`src/rtl/cache_ctrl_2way_wb.sv`:
```
// cache_ctrl_2way_wb: 2-way set-associative, write-back, write-allocate data
// cache controller with true LRU per set. It serves a single-word CPU
// load/store port and moves whole 128-bit blocks to and from memory.
// Optional build macro CACHE_STATS_EN adds saturating HitCount/MissCount outputs.
module cache_ctrl_2way_wb #(
    parameter int SET_BITS = 1,
    parameter int MEM_LAT  = 4
) (
    input  logic         clk,
    input  logic         rst_n,
    input  logic         CpuReq,
    input  logic         CpuWe,
    input  logic [9:0]   CpuAddr,
    input  logic [31:0]  CpuWData,
    output logic [31:0]  CpuRData,
    output logic         CpuReady,
    output logic         MemReadOrWrite,
    output logic [9:0]   MemAddr,
    output logic [127:0] MemWriteData,
    input  logic [127:0] MemReadData
`ifdef CACHE_STATS_EN
    ,
    output logic [15:0]  HitCount,
    output logic [15:0]  MissCount
`endif
);
    localparam int SETS  = 1 << SET_BITS;
    localparam int TAG_W = 6 - SET_BITS;
    localparam int CNT_W = (MEM_LAT > 1) ? $clog2(MEM_LAT) : 1;
    localparam logic [CNT_W-1:0] CNT_LAST = CNT_W'(MEM_LAT - 1);

    typedef enum logic [1:0] {
        S_IDLE,
        S_COMPARE,
        S_WRITEBACK,
        S_ALLOCATE
    } state_t;

    // Control state
    state_t              state_q,     state_d;
    logic [CNT_W-1:0]    cnt_q,       cnt_d;
    logic                req_we_q,    req_we_d;
    logic [9:2]          req_addr_q,  req_addr_d;
    logic [31:0]         req_wdata_q, req_wdata_d;
    logic                victim_q,    victim_d;

    // Per-line status bits, indexed [set][way]
    logic [SETS-1:0][1:0] valid_q, valid_d;
    logic [SETS-1:0][1:0] dirty_q, dirty_d;
    // LRU[set] names the way to evict next
    logic [SETS-1:0]      lru_q,   lru_d;

    // Registered outputs
    logic         cpu_ready_q, cpu_ready_d;
    logic [31:0]  cpu_rdata_q, cpu_rdata_d;
    logic         mem_we_q,    mem_we_d;
    logic [9:0]   mem_addr_q,  mem_addr_d;
    logic [127:0] mem_wdata_q, mem_wdata_d;

    // Tag and data arrays, indexed [way][set]
    logic [TAG_W-1:0] tag_q  [2][SETS];
    logic [127:0]     data_q [2][SETS];

    // Array write port
    logic         line_we;
    logic         line_way;
    logic [127:0] line_wdata;
    logic         tag_we;

    // Request decode
    logic [1:0]          req_word;
    logic [SET_BITS-1:0] req_idx;
    logic [TAG_W-1:0]    req_tag;
    logic                hit0, hit1, hit, hit_way, victim_way;
    logic [127:0]        sel_line, merged_line;

    // Byte-offset bits carry no information for word accesses
    logic unused_addr_bits;
    assign unused_addr_bits = ^CpuAddr[1:0];

    assign req_word = req_addr_q[3:2];
    assign req_idx  = req_addr_q[4 +: SET_BITS];
    assign req_tag  = req_addr_q[9 -: TAG_W];

    assign hit0    = valid_q[req_idx][0] && (tag_q[0][req_idx] == req_tag);
    assign hit1    = valid_q[req_idx][1] && (tag_q[1][req_idx] == req_tag);
    assign hit     = hit0 || hit1;
    assign hit_way = !hit0;

    // Prefer an empty way (way0 first); otherwise evict the LRU way
    assign victim_way = !valid_q[req_idx][0] ? 1'b0 :
                        !valid_q[req_idx][1] ? 1'b1 : lru_q[req_idx];

    assign CpuReady       = cpu_ready_q;
    assign CpuRData       = cpu_rdata_q;
    assign MemReadOrWrite = mem_we_q;
    assign MemAddr        = mem_addr_q;
    assign MemWriteData   = mem_wdata_q;

`ifdef CACHE_STATS_EN
    logic [15:0] hit_cnt_q,  hit_cnt_d;
    logic [15:0] miss_cnt_q, miss_cnt_d;
    // Set while the pending COMPARE is the re-check after a fill
    logic        refill_q,   refill_d;

    assign HitCount  = hit_cnt_q;
    assign MissCount = miss_cnt_q;
`endif

    // Next-state, status-bit and output computation
    always_comb begin
        // NOTE: every signal gets a default before the case so no path leaves
        // one unassigned; that is what keeps this block from inferring latches.
        state_d     = state_q;
        cnt_d       = cnt_q;
        req_we_d    = req_we_q;
        req_addr_d  = req_addr_q;
        req_wdata_d = req_wdata_q;
        victim_d    = victim_q;
        valid_d     = valid_q;
        dirty_d     = dirty_q;
        lru_d       = lru_q;
        cpu_ready_d = 1'b0;
        cpu_rdata_d = cpu_rdata_q;
        mem_we_d    = mem_we_q;
        mem_addr_d  = mem_addr_q;
        mem_wdata_d = mem_wdata_q;
        line_we     = 1'b0;
        line_way    = 1'b0;
        line_wdata  = '0;
        tag_we      = 1'b0;
`ifdef CACHE_STATS_EN
        hit_cnt_d   = hit_cnt_q;
        miss_cnt_d  = miss_cnt_q;
        refill_d    = refill_q;
`endif

        // NOTE: blocking assignments here are intentional: later statements
        // see the values just computed (e.g. the merged line below).
        sel_line    = data_q[hit_way][req_idx];
        merged_line = sel_line;
        merged_line[127 - 32*int'(req_word) -: 32] = req_wdata_q;

        case (state_q)
            S_IDLE: begin
                if (CpuReq) begin
                    req_we_d    = CpuWe;
                    req_addr_d  = CpuAddr[9:2];
                    req_wdata_d = CpuWData;
                    state_d     = S_COMPARE;
`ifdef CACHE_STATS_EN
                    refill_d    = 1'b0;
`endif
                end
            end

            S_COMPARE: begin
                if (hit) begin
                    cpu_ready_d = 1'b1;
                    if (req_we_q) begin
                        line_we    = 1'b1;
                        line_way   = hit_way;
                        line_wdata = merged_line;
                        dirty_d[req_idx][hit_way] = 1'b1;
                    end else begin
                        cpu_rdata_d = sel_line[127 - 32*int'(req_word) -: 32];
                    end
                    lru_d[req_idx] = !hit_way;
                    state_d        = S_IDLE;
`ifdef CACHE_STATS_EN
                    if (!refill_q && hit_cnt_q != 16'hFFFF)
                        hit_cnt_d = hit_cnt_q + 16'd1;
`endif
                end else begin
                    victim_d = victim_way;
                    cnt_d    = '0;
                    if (valid_q[req_idx][victim_way] && dirty_q[req_idx][victim_way]) begin
                        mem_we_d    = 1'b1;
                        mem_addr_d  = {tag_q[victim_way][req_idx], req_idx, 4'b0000};
                        mem_wdata_d = data_q[victim_way][req_idx];
                        state_d     = S_WRITEBACK;
                    end else begin
                        mem_we_d    = 1'b0;
                        mem_addr_d  = {req_tag, req_idx, 4'b0000};
                        state_d     = S_ALLOCATE;
                    end
`ifdef CACHE_STATS_EN
                    if (miss_cnt_q != 16'hFFFF)
                        miss_cnt_d = miss_cnt_q + 16'd1;
`endif
                end
            end

            S_WRITEBACK: begin
                if (cnt_q == CNT_LAST) begin
                    mem_we_d   = 1'b0;
                    mem_addr_d = {req_tag, req_idx, 4'b0000};
                    dirty_d[req_idx][victim_q] = 1'b0;
                    cnt_d      = '0;
                    state_d    = S_ALLOCATE;
                end else begin
                    cnt_d = cnt_q + CNT_W'(1);
                end
            end

            S_ALLOCATE: begin
                if (cnt_q == CNT_LAST) begin
                    line_we    = 1'b1;
                    line_way   = victim_q;
                    line_wdata = MemReadData;
                    tag_we     = 1'b1;
                    valid_d[req_idx][victim_q] = 1'b1;
                    dirty_d[req_idx][victim_q] = 1'b0;
                    cnt_d      = '0;
                    state_d    = S_COMPARE;
`ifdef CACHE_STATS_EN
                    refill_d   = 1'b1;
`endif
                end else begin
                    cnt_d = cnt_q + CNT_W'(1);
                end
            end

            default: state_d = S_IDLE;
        endcase
    end

    // Control, status and output registers
    always_ff @(posedge clk or negedge rst_n) begin
        if (!rst_n) begin
            state_q     <= S_IDLE;
            cnt_q       <= '0;
            req_we_q    <= 1'b0;
            req_addr_q  <= '0;
            req_wdata_q <= '0;
            victim_q    <= 1'b0;
            valid_q     <= '0;
            dirty_q     <= '0;
            lru_q       <= '0;
            cpu_ready_q <= 1'b0;
            cpu_rdata_q <= '0;
            mem_we_q    <= 1'b0;
            mem_addr_q  <= '0;
            mem_wdata_q <= '0;
        end else begin
            state_q     <= state_d;
            cnt_q       <= cnt_d;
            req_we_q    <= req_we_d;
            req_addr_q  <= req_addr_d;
            req_wdata_q <= req_wdata_d;
            victim_q    <= victim_d;
            valid_q     <= valid_d;
            dirty_q     <= dirty_d;
            lru_q       <= lru_d;
            cpu_ready_q <= cpu_ready_d;
            cpu_rdata_q <= cpu_rdata_d;
            mem_we_q    <= mem_we_d;
            mem_addr_q  <= mem_addr_d;
            mem_wdata_q <= mem_wdata_d;
        end
    end

    // Tag/data array writes
    // NOTE: the arrays carry no reset; clearing the valid bits is enough to
    // make their contents unreachable, and it lets them map onto plain RAM.
    always_ff @(posedge clk) begin
        if (line_we)
            data_q[line_way][req_idx] <= line_wdata;
        if (tag_we)
            tag_q[line_way][req_idx] <= req_tag;
    end

`ifdef CACHE_STATS_EN
    // Saturating hit/miss counters
    always_ff @(posedge clk or negedge rst_n) begin
        if (!rst_n) begin
            hit_cnt_q  <= '0;
            miss_cnt_q <= '0;
            refill_q   <= 1'b0;
        end else begin
            hit_cnt_q  <= hit_cnt_d;
            miss_cnt_q <= miss_cnt_d;
            refill_q   <= refill_d;
        end
    end
`endif

endmodule
```
`config.mk`:
```
export PLATFORM = sky130hd
export DESIGN_NAME = cache_ctrl_2way_wb
export DESIGN_NICKNAME = d
export VERILOG_FILES = /design/src/rtl/cache_ctrl_2way_wb.sv
export SDC_FILE = /design/constraint.sdc
export NUM_CORES = 1
export LEC_CHECK = 0
export ABC_AREA = 1
export ABC_CLOCK_PERIOD_IN_PS = 8000
export CAP_MARGIN = 10
export CELL_PAD_IN_SITES_DETAIL_PLACEMENT = 1
export CELL_PAD_IN_SITES_GLOBAL_PLACEMENT = 2
export CORE_MARGIN = 5
export CORE_UTILIZATION = 32
export CTS_CLUSTER_SIZE = 8
export DETAILED_ROUTE_END_ITERATION = 7
export HOLD_SLACK_MARGIN = 0.06
export PLACE_DENSITY_LB_ADDON = 0.1
export REMOVE_ABC_BUFFERS = 1
export SETUP_SLACK_MARGIN = 0.5
export SYNTH_ARGS = -nofsm -noshare
export SYNTH_HDL_FRONTEND = slang
export SYNTH_SLANG_ARGS = --single-unit
export TNS_END_PERCENT = 1
```
`constraint.sdc`:
```
create_clock -name clk -period 8 [get_ports clk]
set_clock_uncertainty 0.2 [all_clocks]
set_input_delay 1.6 -clock clk [delete_from_list [all_inputs] [get_ports clk]]
set_output_delay 1.6 -clock clk [all_outputs]
set_load 0.01 [all_outputs]
```
After elaboration in Yosys (flattened, before gate mapping)
Memory sizes are Yosys's and may differ from the RTL's.
Index checks and enable logic that the tools add are counted.
- register bits: 228
- latch bits: 0
- memory bits (writable): 532
- memory bits (read-only): 0
- input port bits: 174
- word-level logic and storage cells: 159
- memories: 2
- add/subtract/negate cells: 3
- multiply operators: 0
- div/mod/pow operators: 0
- $lt $le $gt $ge: 9
- equal/unequal tests: 13
- shift-type cells: 3
- muxes and demuxes: 83
- bitwise operators: 7
- reduce and logical (&&, ||, !) cells: 23
- memories (memory ; depth ; width ; read ports ; clocked after Yosys merged registers in ; write ports ; RTL line ; RTL):
    data_q ; 2 ; 256 ; 2 ; 0 ; 1 ; 62 ; logic [127:0] data_q [2][SETS];
    tag_q ; 2 ; 10 ; 3 ; 0 ; 1 ; 61 ; logic [TAG_W-1:0] tag_q [2][SETS];
- operators by type and width (kind ; count):
    128-bit 2-to-1 mux ; 10
    256-bit 2-to-1 mux ; 1
    128-bit one-hot mux with 2 select lines ; 1
    32-bit by 33-bit variable shift with 159-bit output, first input constant ; 1
    159-bit by 8-bit indexed part select with 32-bit output ; 1
    32-bit by 33-bit indexed part select with 159-bit output ; 1
    128-bit bitwise mux ; 1
    128-bit demux with 1-bit select ; 1
    5-bit 2-to-1 mux ; 10
    10-bit 2-to-1 mux ; 4
    8-bit negation with 33-bit output ; 1
    1-bit 2-to-1 mux ; 26
    2-bit 2-to-1 mux ; 12
    10-bit one-hot mux with 2 select lines ; 1
    4-bit 2-to-1 mux ; 3
    2-bit inequality test, second input constant ; 6
    3-bit AND reduction ; 4
    5-bit == test ; 2
    2-bit AND reduction ; 5
    1-bit by 2-bit < comparator with 1-bit output, second input constant ; 4
    4-bit bitwise OR ; 2
    2-bit one-hot mux with 4 select lines ; 1
    4-bit one-hot mux with 2 select lines ; 1
    7-bit by 7-bit subtractor with 8-bit output, first input constant ; 1
    other kinds (24) ; 41

Logic depth before layout (Yosys ltp)
- depth after elaboration: 17
- depth in mapped cells: 18

Least setup slack after synthesis
No wires, ideal clock.
- path type: register to register
- start point: register req_addr_q[4] (netlist bit)
- end point: memory data_q[1][0] (netlist bit) (enable)
- setup time: 617 ps
- arrival time: 7183 ps
- slack: 0 ps
- stages on the path, launching flop included: 15
- path through: dfrtp_1 buf_4 or2_1 o21ai_1 nor2_1 nor2_1 nand4_1 nand2_1 nand2_2 nor2_4 buf_4 nand2_1 nand2_1 inv_2 nor2_1
- word-level cells in the longest chain between the ends: 11
- RTL lines (element ; RTL line ; RTL):
    start, declared ; 43 ; logic [9:2] req_addr_q, req_addr_d;
    start signal, assigned ; 249 ; req_addr_q <= req_addr_d;
    1-bit inverter with 2-bit output (implied by the code) ; 85, 86, 268 ;
    5-bit 2-to-1 mux (on tied branches) (3 in a row) ; 85, 86 ;
    5-bit == test (on tied branches) ; 85, 86 ;
    1-bit logical AND (on tied branches) ; 85, 86 ;
    1-bit logical OR ; 87 ; assign hit = hit0 || hit1;
    1-bit 2-to-1 mux ; 158 ; if (hit) begin
    1-bit one-hot mux with 2 select lines ; 144 ; case (state_q)
    1-bit 2-to-1 mux ; 267 ; if (line_we)
    256-bit 2-to-1 mux (implied by the code) ; 268 ; data_q[line_way][req_idx] <= line_wdata;
    end, declared ; 62 ;
Several ways; a longest one is shown, not always the timed one. The select of a mux whose other input is x is not followed.

Worst setup path after layout
- start point: register req_addr_q[4] (netlist bit)
- end point: memory data_q[1][63] (netlist bit) (enable)
The elaborated chain is that of the path after synthesis.

==> impl_metrics.tcl <==
set metrics [dict create \
    start_util 0.3221 \
    syn_inst 4366 \
    dominantRegCellSynth "edfxtp_1" \
    max_freq_mhz 188.6 \
    yosys.area_share.adder 0.001672 \
    ctsRootBufferMaster "clkbuf_16" \
    rsz0062_at_grt "false" \
    synthToLayoutAreaGrowth_pct 20.73 \
    antenna_found_initial 7 \
    cts_buffers 105 \
    switching_power_mw 6.835 \
    cp_max_fo 184 \
    hp-class "flip-flop to flip-flop" \
    seq_power_share 0.334 \
    cts_sinks 756 \
    slew_headroom 0.2391 \
    synth_cell_types 35 \
    drtIter0Drc 1713 \
    wl_per_cell_um 23.58 \
    timing.final.crit_share 0.6629 \
    worstMarginPinSlew_ns 1.141 \
    num_vias 32030 \
    grt-busiest-layer "met2" \
    die_h_um 352.0 \
    overflow 0 \
    holdWs_ns 0.2617 \
    min_period_ns 5.303 \
    grt_pass1_vias 33580 \
    cts.path.max_buffers 3 \
    async_flop_share 0.2963 \
    synth.area.mux_share 0.009929 \
    setup.worst_path.class "flip-flop to flip-flop" \
    cts_setup_buffers 0 \
    ys_ff_latch 756 \
    clkPwrFrac 0.262 \
    yosys.area_share.xor_xnor 0.0007021 \
    grt_pass1_wl_um 217200 \
    detail-route-antenna-nets 0 \
    core_um2 116200 \
    synth.avg_cell_area_um2 8.572 \
    hpwl_um 80990 \
    p_per_area_nw_per_um2 359.2 \
    grt_max_degree 192 \
    drv_slew 0 \
    synth-compound-area-share 0.1208 \
    die_width_um 352.0 \
    critPathLaunchType "flip-flop" \
    routabilityCongestion 0.7394 \
    synth_edf_count 532 \
    num_rows 125 \
    synth_area_um2 37420 \
    finalHoldViolCount 0 \
    drive_gt1_frac 0.04893 \
    synth_top_family_by_area "simple AND/OR/NAND/NOR gates" \
    io_pins 346 \
    combPwrFrac 0.404 \
    routed_wl_um 145400 \
    grt_use_total 0.2292 \
    vdd_ir_drop_max_mv 0.4890 \
    ctsHoldBuffers 0 \
    use_met3 0.03550 \
    place_area_um2 42110 \
    worstPathArrival_ns 5.43 \
    status "finished, final reports clean" \
    cp.required_ns 8.13 \
    cts_tree "yes" \
    switching_share 0.4212 \
    setup_viol 0 \
    io_buffers 339 \
    clk_pin_slew_ns 0.05 \
    nets 4730 \
    die_area_um2 123900 \
    synthSimpleGateAreaFrac 0.2333 \
    cp-end-kind "flip-flop" \
    viasPerCell 5.193 \
    p_int_mw 9.394 \
    yosysSeqAreaShare 0.5766 \
    remaining_drc_errors 0 \
    synth_warnings 0 \
    p_leak_nw 18.39 \
    design_area_um2 45180 \
    h-tree-depth 3 \
    cts-resized-gates 0 \
    first_pass_iters 5 \
    drv_cap 0 \
    use_met1 0.3016 \
    fin_tns_setup_ns 0 \
    insertion_delay_ns 0.68 \
    met2_usage 0.3995 \
]
[critical path, stage by stage, from the launching register on]
cell and delay [ns]:
dfrtp_4 1.02, inv_8 0.49, nand2_1 0.26, nand3_1 0.09
nand2_1 0.12, nor2_1 0.09, nand3_4 0.16, buf_12 0.62
nand2_1 0.11, nand2_1 0.28, inv_2 0.13, nor2_4 0.75
buf_4 0.48
[path summary, 6_finish.rpt]
| kind | endpoint | depth (start not counted) | slack, ns | start |
|---|---|---|---|---|
| max in group asynchronous | req_addr_q[4]$_DFFE_PN0P_ | 2 | 5.67 | rst_n |
| worst max register to register | data_q[1][63]$_DFFE_PP_ | 12 | 2.70 | req_addr_q[4]$_DFFE_PN0P_ |
| worst min-delay path | valid_q[0]$_DFFE_PN0P_ | 2 | 0.26 | valid_q[0]$_DFFE_PN0P_ |
| worst max-delay path | data_q[1][63]$_DFFE_PP_ | 12 | 2.70 | req_addr_q[4]$_DFFE_PN0P_ |
| worst min register to register | valid_q[0]$_DFFE_PN0P_ | 2 | 0.26 | valid_q[0]$_DFFE_PN0P_ |
| min in group asynchronous | MemWriteData[100]$_DFFE_PN0P_ | 1 | 0.62 | rst_n |
[power groups by stage]
stage / Sequential [mW] / Clock (mW) / Combinational, mW
after floorplan: 5.54 / 0 / 3.44
after global placement: 5.48 / 0 / 6.59
after detailed placement: 5.49 / 0 / 6.64
after CTS: 5.42 / 4.38 / 6.66
after global routing: 5.49 / 4.55 / 7.21
final: 5.41 / 4.26 / 6.56
[cells in the final DEF, fill, tap and decap left out, types with 15 or more instances in the layout]
master	n
clkbuf_16	109
buf_4	37
nand2_1	1336
nor2_1	410
clkbuf_1	84
nand3_1	390
o21ai_1	187
dfrtp_1	223
edfxtp_1	532
o21ai_0	485
clkdlybuf4s50_1	338
buf_12	15
o22ai_1	85
mux2_2	33
a21oi_1	110
inv_1	192
[kinds of logic after synthesis]
kind of cell,after synthesis
simple gates,2173
mux,33
xor+xnor,3
other cells,1
flops,756
buf+inv,518
compound gates,877
fa+ha+maj,5
[stage by stage]
stage | worst slack [ns] | util | power (mW) | std cells
final | 2.697 | 0.3888 | 16.23 | 6167
after global routing | 2.351 | 0.3887 | 17.25 | 6163
after CTS | 2.547 | 0.3887 | 16.46 | 6163
after detailed placement | 2.550 | 0.3624 | 12.13 | 5968
after global placement | 2.582 | 0.3622 | 12.07 | 5967
after floorplan | -16.81 | - | 8.980 | 4052
[registers in the layout, summed over array words and instances, names as in the netlist, 2 cells and up]
register	cells
cnt_q	2
state_q	2
MemAddr	6
req_addr_q	8
valid_q	4
lru_q	2
CpuRData	32
req_wdata_q	32
dirty_q	4
data_q	512
MemWriteData	128
tag_q	20
[layer usage]
layer	vias up	part of all wire	routed length [um]
li1	15080	-	-
met1	16170	0.45	65490
met2	629	0.49	70600
met3	148	0.045	6598
met4	2	0.019	2699
met5	-	0.000089	13
[cells in the mapped netlist, drive strengths merged (5+ instances only)]
master / instances / area (um^2)
a21oi: 110 / 550.5
buf: 150 / 747.0
clkbuf: 167 / 626.9
dfrtp: 224 / 5605
edfxtp: 532 / 15980
ha: 5 / 62.56
inv: 200 / 750.7
mux2: 33 / 371.6
nand2: 1343 / 5044
nand3: 391 / 1962
nand3b: 14 / 105.1
nor2: 420 / 1592
o21ai: 672 / 3363
o22ai: 85 / 531.8
[final cells by class]
| type | instances | area (um^2) |
|---|---|---|
| diodes | 4 | 10.01 |
| clock buffers | 193 | 3043 |
| clock inverters | 2 | 17.52 |
| fillers | 13450 | 71020 |
| inverters | 201 | 777.0 |
| multi-input cells | 3095 | 13840 |
| flip-flops and latches | 756 | 21580 |
| well taps | 1524 | 1907 |
| repair buffers | 392 | 4004 |
Power figures use the tool's default switching activity.
